===== src/rtl/wave_cap_pkg.sv =====
// Shared definitions for the waveform capture sequencer.
//   AW_DEF        default address width (buffer depth 2**AW_DEF samples)
//   AUTO_TMO_DEF  default auto-trigger timeout in samples
//   state_e       capture FSM state encoding
package wave_cap_pkg;

  localparam int AW_DEF       = 8;
  localparam int AUTO_TMO_DEF = 4095;

  typedef enum logic [2:0] {
    ST_IDLE = 3'd0,
    ST_PRE  = 3'd1,
    ST_WAIT = 3'd2,
    ST_POST = 3'd3,
    ST_DONE = 3'd4
  } state_e;

endpackage


===== src/rtl/wave_cap_addr_cnt.sv =====
// Circular-buffer write-address generator.
// A write request registers wr_en for one cycle together with the current
// pointer on wr_addr; the pointer then advances, wrapping at 2**AW.
// Ports:
//   clk, nrst   clock, asynchronous active-low reset
//   wr_req      accept one sample this cycle
//   wr_en       registered RAM write enable
//   wr_addr     registered RAM write address (address of the last write)
//   next_addr   address the next accepted sample will be written to
module wave_cap_addr_cnt #(
  parameter int AW = 8
) (
  input  logic          clk,
  input  logic          nrst,
  input  logic          wr_req,
  output logic          wr_en,
  output logic [AW-1:0] wr_addr,
  output logic [AW-1:0] next_addr
);

  logic          wr_en_q;
  logic [AW-1:0] wr_addr_q;
  logic [AW-1:0] ptr_q;

  always_ff @(posedge clk or negedge nrst) begin
    if (!nrst) begin
      wr_en_q   <= 1'b0;
      wr_addr_q <= '0;
      ptr_q     <= '0;
    end else begin
      wr_en_q <= wr_req;
      if (wr_req) begin
        wr_addr_q <= ptr_q;
        ptr_q     <= ptr_q + 1'b1;  // natural wrap at 2**AW
      end
    end
  end

  assign wr_en     = wr_en_q;
  assign wr_addr   = wr_addr_q;
  assign next_addr = ptr_q;

endmodule


===== src/rtl/wave_capture_ctrl.sv =====
// Capture sequencer: writes ADC samples into a circular buffer, keeps
// pre_len samples ahead of the trigger and fills the rest of the buffer
// after it, then reports the trigger-point address.
// Optional feature: define WAVE_CAP_AUTO_EN to force a trigger after
// AUTO_TMO samples in WAIT without a trigger edge (auto_trig flags it).
//
// state | meaning
// IDLE  | not armed, no writes
// PRE   | collecting pre_q pre-trigger samples, edges ignored
// WAIT  | writing samples, looking for a rising trigger edge
// POST  | writing the remaining DEPTH - pre_q samples
// DONE  | capture complete, waiting for the next arm
//
// Ports:
//   clk, nrst          clock, asynchronous active-low reset
//   sample_en          ADC sample valid strobe
//   trig_in            trigger level
//   arm / abort        start capture / return to IDLE (abort wins)
//   pre_len            pre-trigger depth, captured on arm
//   wr_en / wr_addr    registered RAM write port
//   trig_addr          address of the first post-trigger sample
//   busy / done        capture running / capture finished
//   auto_trig          last capture was forced by timeout
module wave_capture_ctrl
  import wave_cap_pkg::*;
#(
  parameter int AW       = AW_DEF,
  parameter int AUTO_TMO = AUTO_TMO_DEF
) (
  input  logic          clk,
  input  logic          nrst,
  input  logic          sample_en,
  input  logic          trig_in,
  input  logic          arm,
  input  logic          abort,
  input  logic [AW-1:0] pre_len,
  output logic          wr_en,
  output logic [AW-1:0] wr_addr,
  output logic [AW-1:0] trig_addr,
  output logic          busy,
  output logic          done,
  output logic          auto_trig
);

  localparam logic [AW:0] DEPTH_C = {1'b1, {AW{1'b0}}};
  localparam logic [AW:0] ONE_C   = {{AW{1'b0}}, 1'b1};

  if (AUTO_TMO < 1) begin : g_tmo_chk
    $error("AUTO_TMO must be at least 1");
  end

  state_e        state_q;
  logic [AW-1:0] pre_q;
  logic [AW:0]   cnt_q;
  logic          trig_d_q;
  logic [AW-1:0] trig_addr_q;
  logic          busy_q;
  logic          done_q;

  logic          active;
  logic          wr_req;
  logic          edge_ev;
  logic          fire;
  logic [AW:0]   cnt_inc;
  logic [AW:0]   post_len;
  logic [AW-1:0] next_addr;

  assign active   = (state_q == ST_PRE) || (state_q == ST_WAIT) || (state_q == ST_POST);
  assign wr_req   = sample_en && !abort && active;
  assign edge_ev  = sample_en && trig_in && !trig_d_q;
  assign cnt_inc  = cnt_q + ONE_C;
  assign post_len = DEPTH_C - {1'b0, pre_q};

`ifdef WAVE_CAP_AUTO_EN
  localparam int TW = $clog2(AUTO_TMO + 1);
  logic [TW-1:0] tmo_q;
  logic          auto_q;
  assign fire      = edge_ev || (sample_en && (tmo_q == TW'(AUTO_TMO)));
  assign auto_trig = auto_q;
`else
  assign fire      = edge_ev;
  assign auto_trig = 1'b0;
`endif

  wave_cap_addr_cnt #(.AW(AW)) u_addr_cnt (
    .clk       (clk),
    .nrst      (nrst),
    .wr_req    (wr_req),
    .wr_en     (wr_en),
    .wr_addr   (wr_addr),
    .next_addr (next_addr)
  );

  always_ff @(posedge clk or negedge nrst) begin
    if (!nrst) begin
      state_q     <= ST_IDLE;
      pre_q       <= '0;
      cnt_q       <= '0;
      trig_d_q    <= 1'b0;
      trig_addr_q <= '0;
      busy_q      <= 1'b0;
      done_q      <= 1'b0;
`ifdef WAVE_CAP_AUTO_EN
      tmo_q       <= '0;
      auto_q      <= 1'b0;
`endif
    end else if (abort) begin
      state_q <= ST_IDLE;
      busy_q  <= 1'b0;
      done_q  <= 1'b0;
    end else begin
      if (sample_en) trig_d_q <= trig_in;
      case (state_q)
        ST_IDLE, ST_DONE: begin
          // busy/done change one cycle after entering DONE so done follows the final wr_en
          if (state_q == ST_DONE && busy_q) begin
            busy_q <= 1'b0;
            done_q <= 1'b1;
          end
          if (arm) begin
            pre_q    <= pre_len;
            cnt_q    <= '0;
            done_q   <= 1'b0;
            busy_q   <= 1'b1;
            trig_d_q <= trig_in;  // a level already high at arm is not an edge
            state_q  <= (pre_len == '0) ? ST_WAIT : ST_PRE;
`ifdef WAVE_CAP_AUTO_EN
            tmo_q    <= '0;
            auto_q   <= 1'b0;
`endif
          end
        end
        ST_PRE: begin
          if (sample_en) begin
            cnt_q <= cnt_inc;
            if (cnt_inc == {1'b0, pre_q}) state_q <= ST_WAIT;
          end
        end
        ST_WAIT: begin
          if (fire) begin
            trig_addr_q <= next_addr;
            cnt_q       <= ONE_C;
            // with pre_q = DEPTH-1 the trigger sample is the only post sample
            state_q     <= (post_len == ONE_C) ? ST_DONE : ST_POST;
`ifdef WAVE_CAP_AUTO_EN
            auto_q      <= !edge_ev;
          end else if (sample_en) begin
            tmo_q <= tmo_q + 1'b1;
`endif
          end
        end
        ST_POST: begin
          if (sample_en) begin
            cnt_q <= cnt_inc;
            if (cnt_inc == post_len) state_q <= ST_DONE;
          end
        end
        default: state_q <= ST_IDLE;
      endcase
    end
  end

  assign trig_addr = trig_addr_q;
  assign busy      = busy_q;
  assign done      = done_q;

endmodule

===== config.mk =====
export PLATFORM = sky130hd
export DESIGN_NAME = wave_capture_ctrl
export DESIGN_NICKNAME = d
export VERILOG_FILES = /design/src/rtl/wave_cap_pkg.sv /design/src/rtl/wave_cap_addr_cnt.sv /design/src/rtl/wave_capture_ctrl.sv
export SDC_FILE = /design/constraint.sdc
export NUM_CORES = 1
export LEC_CHECK = 0
export ABC_AREA = 1
export ABC_CLOCK_PERIOD_IN_PS = 4040
export CAP_MARGIN = 20
export CORE_MARGIN = 5
export CORE_UTILIZATION = 45
export DETAILED_ROUTE_END_ITERATION = 12
export DONT_BUFFER_PORTS = 1
export GPL_ROUTABILITY_DRIVEN = 0
export GPL_TIMING_DRIVEN = 0
export PLACE_DENSITY_LB_ADDON = 0.15
export SYNTH_ARGS = -nofsm -noshare
export SYNTH_HDL_FRONTEND = slang
export SYNTH_SLANG_ARGS = --single-unit
export TNS_END_PERCENT = 1

===== constraint.sdc =====
create_clock -name clk -period 4.04 [get_ports clk]
set_input_delay 1.212 -clock clk [delete_from_list [all_inputs] [get_ports clk]]
set_output_delay 1.212 -clock clk [all_outputs]
set_load 0.01 [all_outputs]

Yosys cells after proc, flatten, opt, wreduce, memory -nomap -nowiden --
Cells that the tools add are included.
Operators by class: multiplexer cells 25, equal/unequal tests 16, reduce and logical (&&, ||, !) cells 21, add/sub/neg operators 3, bitwise logic cells 1
Operators with widths (count):
- $mux 9 | 3
- $pmux 9 s3 | 1
- $mux 3 | 8
- $ne 3x3->1 const B | 4
- $pmux 3 s4 | 1
- $mux 1 | 11
- $add 9x1->9 const B | 1
- $eq 9x1->1 const B | 1
- $eq 9x8->1 | 1
- $eq 9x9->1 | 1
- $sub 9x8->9 const A | 1
- $add 8x1->8 const B | 1
- $logic_not 8->1 | 1
- $eq 3x2->1 const B | 2
- $ne 3x2->1 const B | 2
- $reduce_and 3->1 | 2
- $reduce_and 6->1 | 1
- $reduce_bool 3->1 | 2
- $logic_and 1x1->1 | 5
- $reduce_and 5->1 | 1
- $ne 2x2->1 const B | 2
- $reduce_or 2->1 | 2
- $eq 3x1->1 const B | 1
- $eq 3x3->1 const B | 1
- 8 further kinds | 10
Storage, ports and cells: word-level logic and storage cells 76, output and inout bits 20, input bits 14, flip-flop bits (word level) 48

Longest topological paths before layout --
word-level depth 6, mapped depth 15, mapped depth without buffers 15

Modules after synthesis --
Synthesis repeated with hierarchy kept, for this count alone.
Unflattened totals: cell total of the unflattened synthesis 374, area total of the unflattened synthesis 2820.2 um^2
By module, submodules not included:
- wave_capture_ctrl | instances 1, sequential area each 775.7 um^2, cells each 298, area each 2099.5 um^2
- wave_cap_addr_cnt | instances 1, sequential area each 425.4 um^2, cells each 76, area each 720.7 um^2

Worst setup path before layout --
No wires, ideal clock.
path kind input-to-reg, start point input sample_en, end point register u_addr_cnt.ptr_q[7] (netlist: u_addr_cnt.next_addr[7]), setup time 0.079 ns, stages on the path 7, data arrival time 2.230 ns, path slack 1.731 ns, cell sequence inv_1 > nor4_4 > nand2_4 > nor3_4 > nand4_1 > nor2_1 > xor2_1
Between the ends: cells in the longest elaborated chain, start to end 2
RTL lines:
- from (decl) | line wave_capture_ctrl.sv:32 | input logic sample_en,
- $logic_and 1x1->1 (2 in series) | line wave_capture_ctrl.sv:69 | assign wr_req = sample_en && !abort && active;
- via u_addr_cnt.wr_req | line wave_cap_addr_cnt.sv:15 | input logic wr_req,
- to (signal assigned) | line wave_cap_addr_cnt.sv:34 | ptr_q <= ptr_q + 1'b1;
- to (decl) | line wave_cap_addr_cnt.sv:23 | logic [AW-1:0] ptr_q;
The timed path passes the listed nets, and every way through them passes these cells. A chain may end at the register's enable or synchronous reset.

Final worst setup path --
start point input abort, end point register pre_q[0]
Between the ends: cells in the longest elaborated chain, start to end 2
RTL lines:
- from (decl) | line wave_capture_ctrl.sv:35 | input logic abort,
- $not 1->1 (no line)
- $reduce_and 3->1 (no line)
- to (signal assigned) | line wave_capture_ctrl.sv:121 | pre_q <= pre_len;
- to (decl) | line wave_capture_ctrl.sv:53 | logic [AW-1:0] pre_q;
No other way between the ends.

==> summary.md <==
| Metric | Value |
|---|---|
| Status | completed |
| Mapped Cells | 357 |
| Core Area | 5820 um^2 |
| Grt ovf | 0 |
| Worst path slowest cell | clkbuf_1 |
| Pleak | 1.46 nW |
| Layout cells sized above 1 | 0.0438 |
| Largest stage delay on the critical path | 0.35 ns |
| GRT Resource Usage Total | 0.170 |
| Critical Path End Type | register |
| Post-route ant nets | 0 |
| #FFs+latches synth | 48 |
| Yosys warns | 0 |
| Final antenna diode count | 0 |
| Count of cell types in the netlist | 26 |
| Critical path class | in2reg |
| Max Slew Vio Count | 0 |
| Wire length per cell | 13.3 um |
| Min-delay src | u_addr_cnt.next_addr[7] |
| CTS Buf Count | 5 |
| Longest Clk Path Bufs | 2 |
| RSZ-0062 raised after global routing | no |
| Multi-input logic area | 1220 um^2 |
| Ys async rst share | 1.00 |
| Total negative slack | 0 ns |
| CP top delay family | buffers and inverters |
| I/O pin count | 34 |
| DR vias/cell | 4.97 |
| Die Ht | 86.8 um |
| Number of global-route vias before repair | 2,135 |
| Buffers and inverters on the worst path | 3 |
| Critical Path Most Common Cell | clkbuf_1 |
| Hold Buf Count CTS | 0 |
| Initial Util | 0.456 |
| Synth-to-Final Area Change | 8.11% |
| Post-Syn Area | 2650 um^2 |
| Critical Path RT | 4.22 ns |
| CP cell instances | clkbuf_1 -> inv_1 -> nand3_1 -> clkbuf_1 -> o21ai_0 |
| Worst EP arrival | 2.46 ns |
| Max-slew headroom | 0.642 |
| Post-synth EDFFs | 0 |
| Max IR drop VDD | 0.408 mV |
| Pwr/cell area | 657 nW/um^2 |
| Post-Route Skew | 0.00454 ns |
| Max Fclk | 0.438 GHz |
| CP startpoint kind | input port |
| # Post-CTS Setup Buffers | 0 |
| Max Cap Viol | 0 |
| Fin. Hold Viols | 0 |
| Skew-Pair Late Insertion Delay | 0.30 ns |
| Final WL | 5.84 mm |
| Antenna violations before repair | 0 |
| Main synth FF type | dfrtp_1 |
| CTS tree | yes |
| Layout Nets | 382 |
| H-Tree Depth | 2 |
| DR pass1 iterations | 4 |
| Critical Path Start | abort |
| Number of clock sinks | 48 |
| Slew @ Worst Pin | 0.534 ns |
| Starting DRT DRC Count | 175 |
| Largest net degree at the start of global routing | 49 |
| Setup violators final | 0 |
| First-pass GRT wire length | 10.0 mm |
| Std-Cell Rows | 28 |
| Sequential cell area | 1200 um^2 |
| Final Cycle Share | 0.566 |
| Port buffer count | 0 |
| Die area | 7530 um^2 |
| Post-Syn Nets | 375 |
| Worst Path Max Fanout | 10 |
| Pwr Total | 1.88 mW |
| Clk root buf | clkbuf_8 |
| Die span in x | 86.8 um |
| DRC viols | 0 |
| Post-synthesis sequential area ratio | 0.453 |
| Post-layout min period | 2.28 ns |
| CTS resizes | 0 |
| CTS clk-pin slew, worst paths | 0.09 ns |
| Reg2reg start | cnt_q[0] |
| Syn avg cell area | 7.43 um^2 |
| Filler cell count | 596 |
| Number of vias in the routed layout | 2,185 |
| DP HPWL | 4.42 mm |
| Hold Path Class | reg2reg |
[worst register-to-register path, stage by stage (launching register included)]
cell and delay, ns:
dfrtp_1 0.50, ha_1 0.22, nand2_1 0.13, nor2_1 0.17
nand3_1 0.13, nand2_1 0.13, nand3_1 0.09, nor2_1 0.12
nand3_1 0.10, a21oi_2 0.20, nand2_1 0.12, nand2_1 0.07
nand2_1 0.05
[placed cells by master, fill, tap and decap left out, drive strengths merged]
cell type and n:
nand2 109, inv 53, dfrtp 48, nand3 35, o21ai 34, nor2 27, xor2 10, clkbuf 10
o22ai 8, a21oi 8, nand4 4, ha 4, nor3 4, xnor2 3, buf 2, nor4 2
a31oi 1, conb 1, bufinv 1, clkinv 1
[cell usage after synthesis, drive strengths merged, types with 3 or more instances]
library cell / instances / area, um^2
nand3: 35 / 175
nor2: 27 / 101
o21ai: 34 / 174
o22ai: 8 / 50.1
xor2: 10 / 87.6
dfrtp: 48 / 1200
nor3: 4 / 31.3
a21oi: 8 / 43.8
nand2: 109 / 417
clkbuf: 4 / 15.0
xnor2: 3 / 26.3
nand4: 4 / 25.0
ha: 4 / 50.1
inv: 53 / 199
[worst paths after layout]
check	to	slack, ns	depth (start not counted)
hold reg to reg	u_addr_cnt.next_addr[7]	0.47	1
hold / removal	u_addr_cnt.next_addr[7]	0.47	1
min in group asynchronous	cnt_q[0]	0.60	0
setup / recovery	pre_q[0]	1.76	5
max in group asynchronous	u_addr_cnt.next_addr[7]	3.34	0
setup reg to reg	state_q[0]	1.92	12
[layout make-up]
cell class	count	share of cell area
multi-input combinational	250	0.425
clock buffer	6	0.0288
tap	75	0.0327
inverter	53	0.0694
clock inverter	2	0.0135
buffer	6	0.0118
sequential	48	0.419
[through the flow]
| stage | util | hold WS [ns] | std cells | cell area (um^2) | worst slack [ns] |
|---|---|---|---|---|---|
| final | 0.493 | 0.473 | 440 | 2870 | 1.76 |
| after global routing | 0.493 | 0.496 | 440 | 2870 | 1.52 |
| after CTS | 0.493 | 0.476 | 440 | 2870 | 1.74 |
| after detailed placement | 0.472 | 0.460 | 432 | 2750 | 1.40 |
| after global placement | 0.472 | 0.455 | 432 | 2750 | 1.40 |
| after floorplan | - | 0.442 | 357 | 2650 | 1.73 |
[cell families (layout without fill, tap and decap cells)]
logic type | count (synthesis) | count (layout) | synth area share
other cells | 1 | 1 | 0.00141
compound gates | 51 | 51 | 0.103
flops | 48 | 48 | 0.453
buf+inv | 59 | 67 | 0.0877
simple gates | 181 | 181 | 0.293
fa+ha+maj | 4 | 4 | 0.0189
xor+xnor | 13 | 13 | 0.0429
[routing by layer]
metal	share of wire	vias to the layer above	track usage
li1	-	1145	-
met1	0.45	996	0.213
met2	0.50	39	0.293
met3	0.045	5	0.0380
met4	0.011	0	0.0467
met5	0	-	0
[power by group]
part	switching [mW]	total, mW	leakage, nW	internal [mW]
clock	0.169	0.372	0.0614	0.203
combinational	0.432	0.687	0.783	0.255
sequential	0.188	0.824	0.615	0.636
[sequential cells by signal, summed over array words and instances (netlist names)]
register and count:
u_addr_cnt.wr_addr 8, trig_d_q 1, u_addr_cnt.next_addr 8, u_addr_cnt.wr_en 1
state_q 3, trig_addr 8, done 1, cnt_q 9
pre_q 8, busy 1
Note: power is estimated with default switching activity, not from simulation.
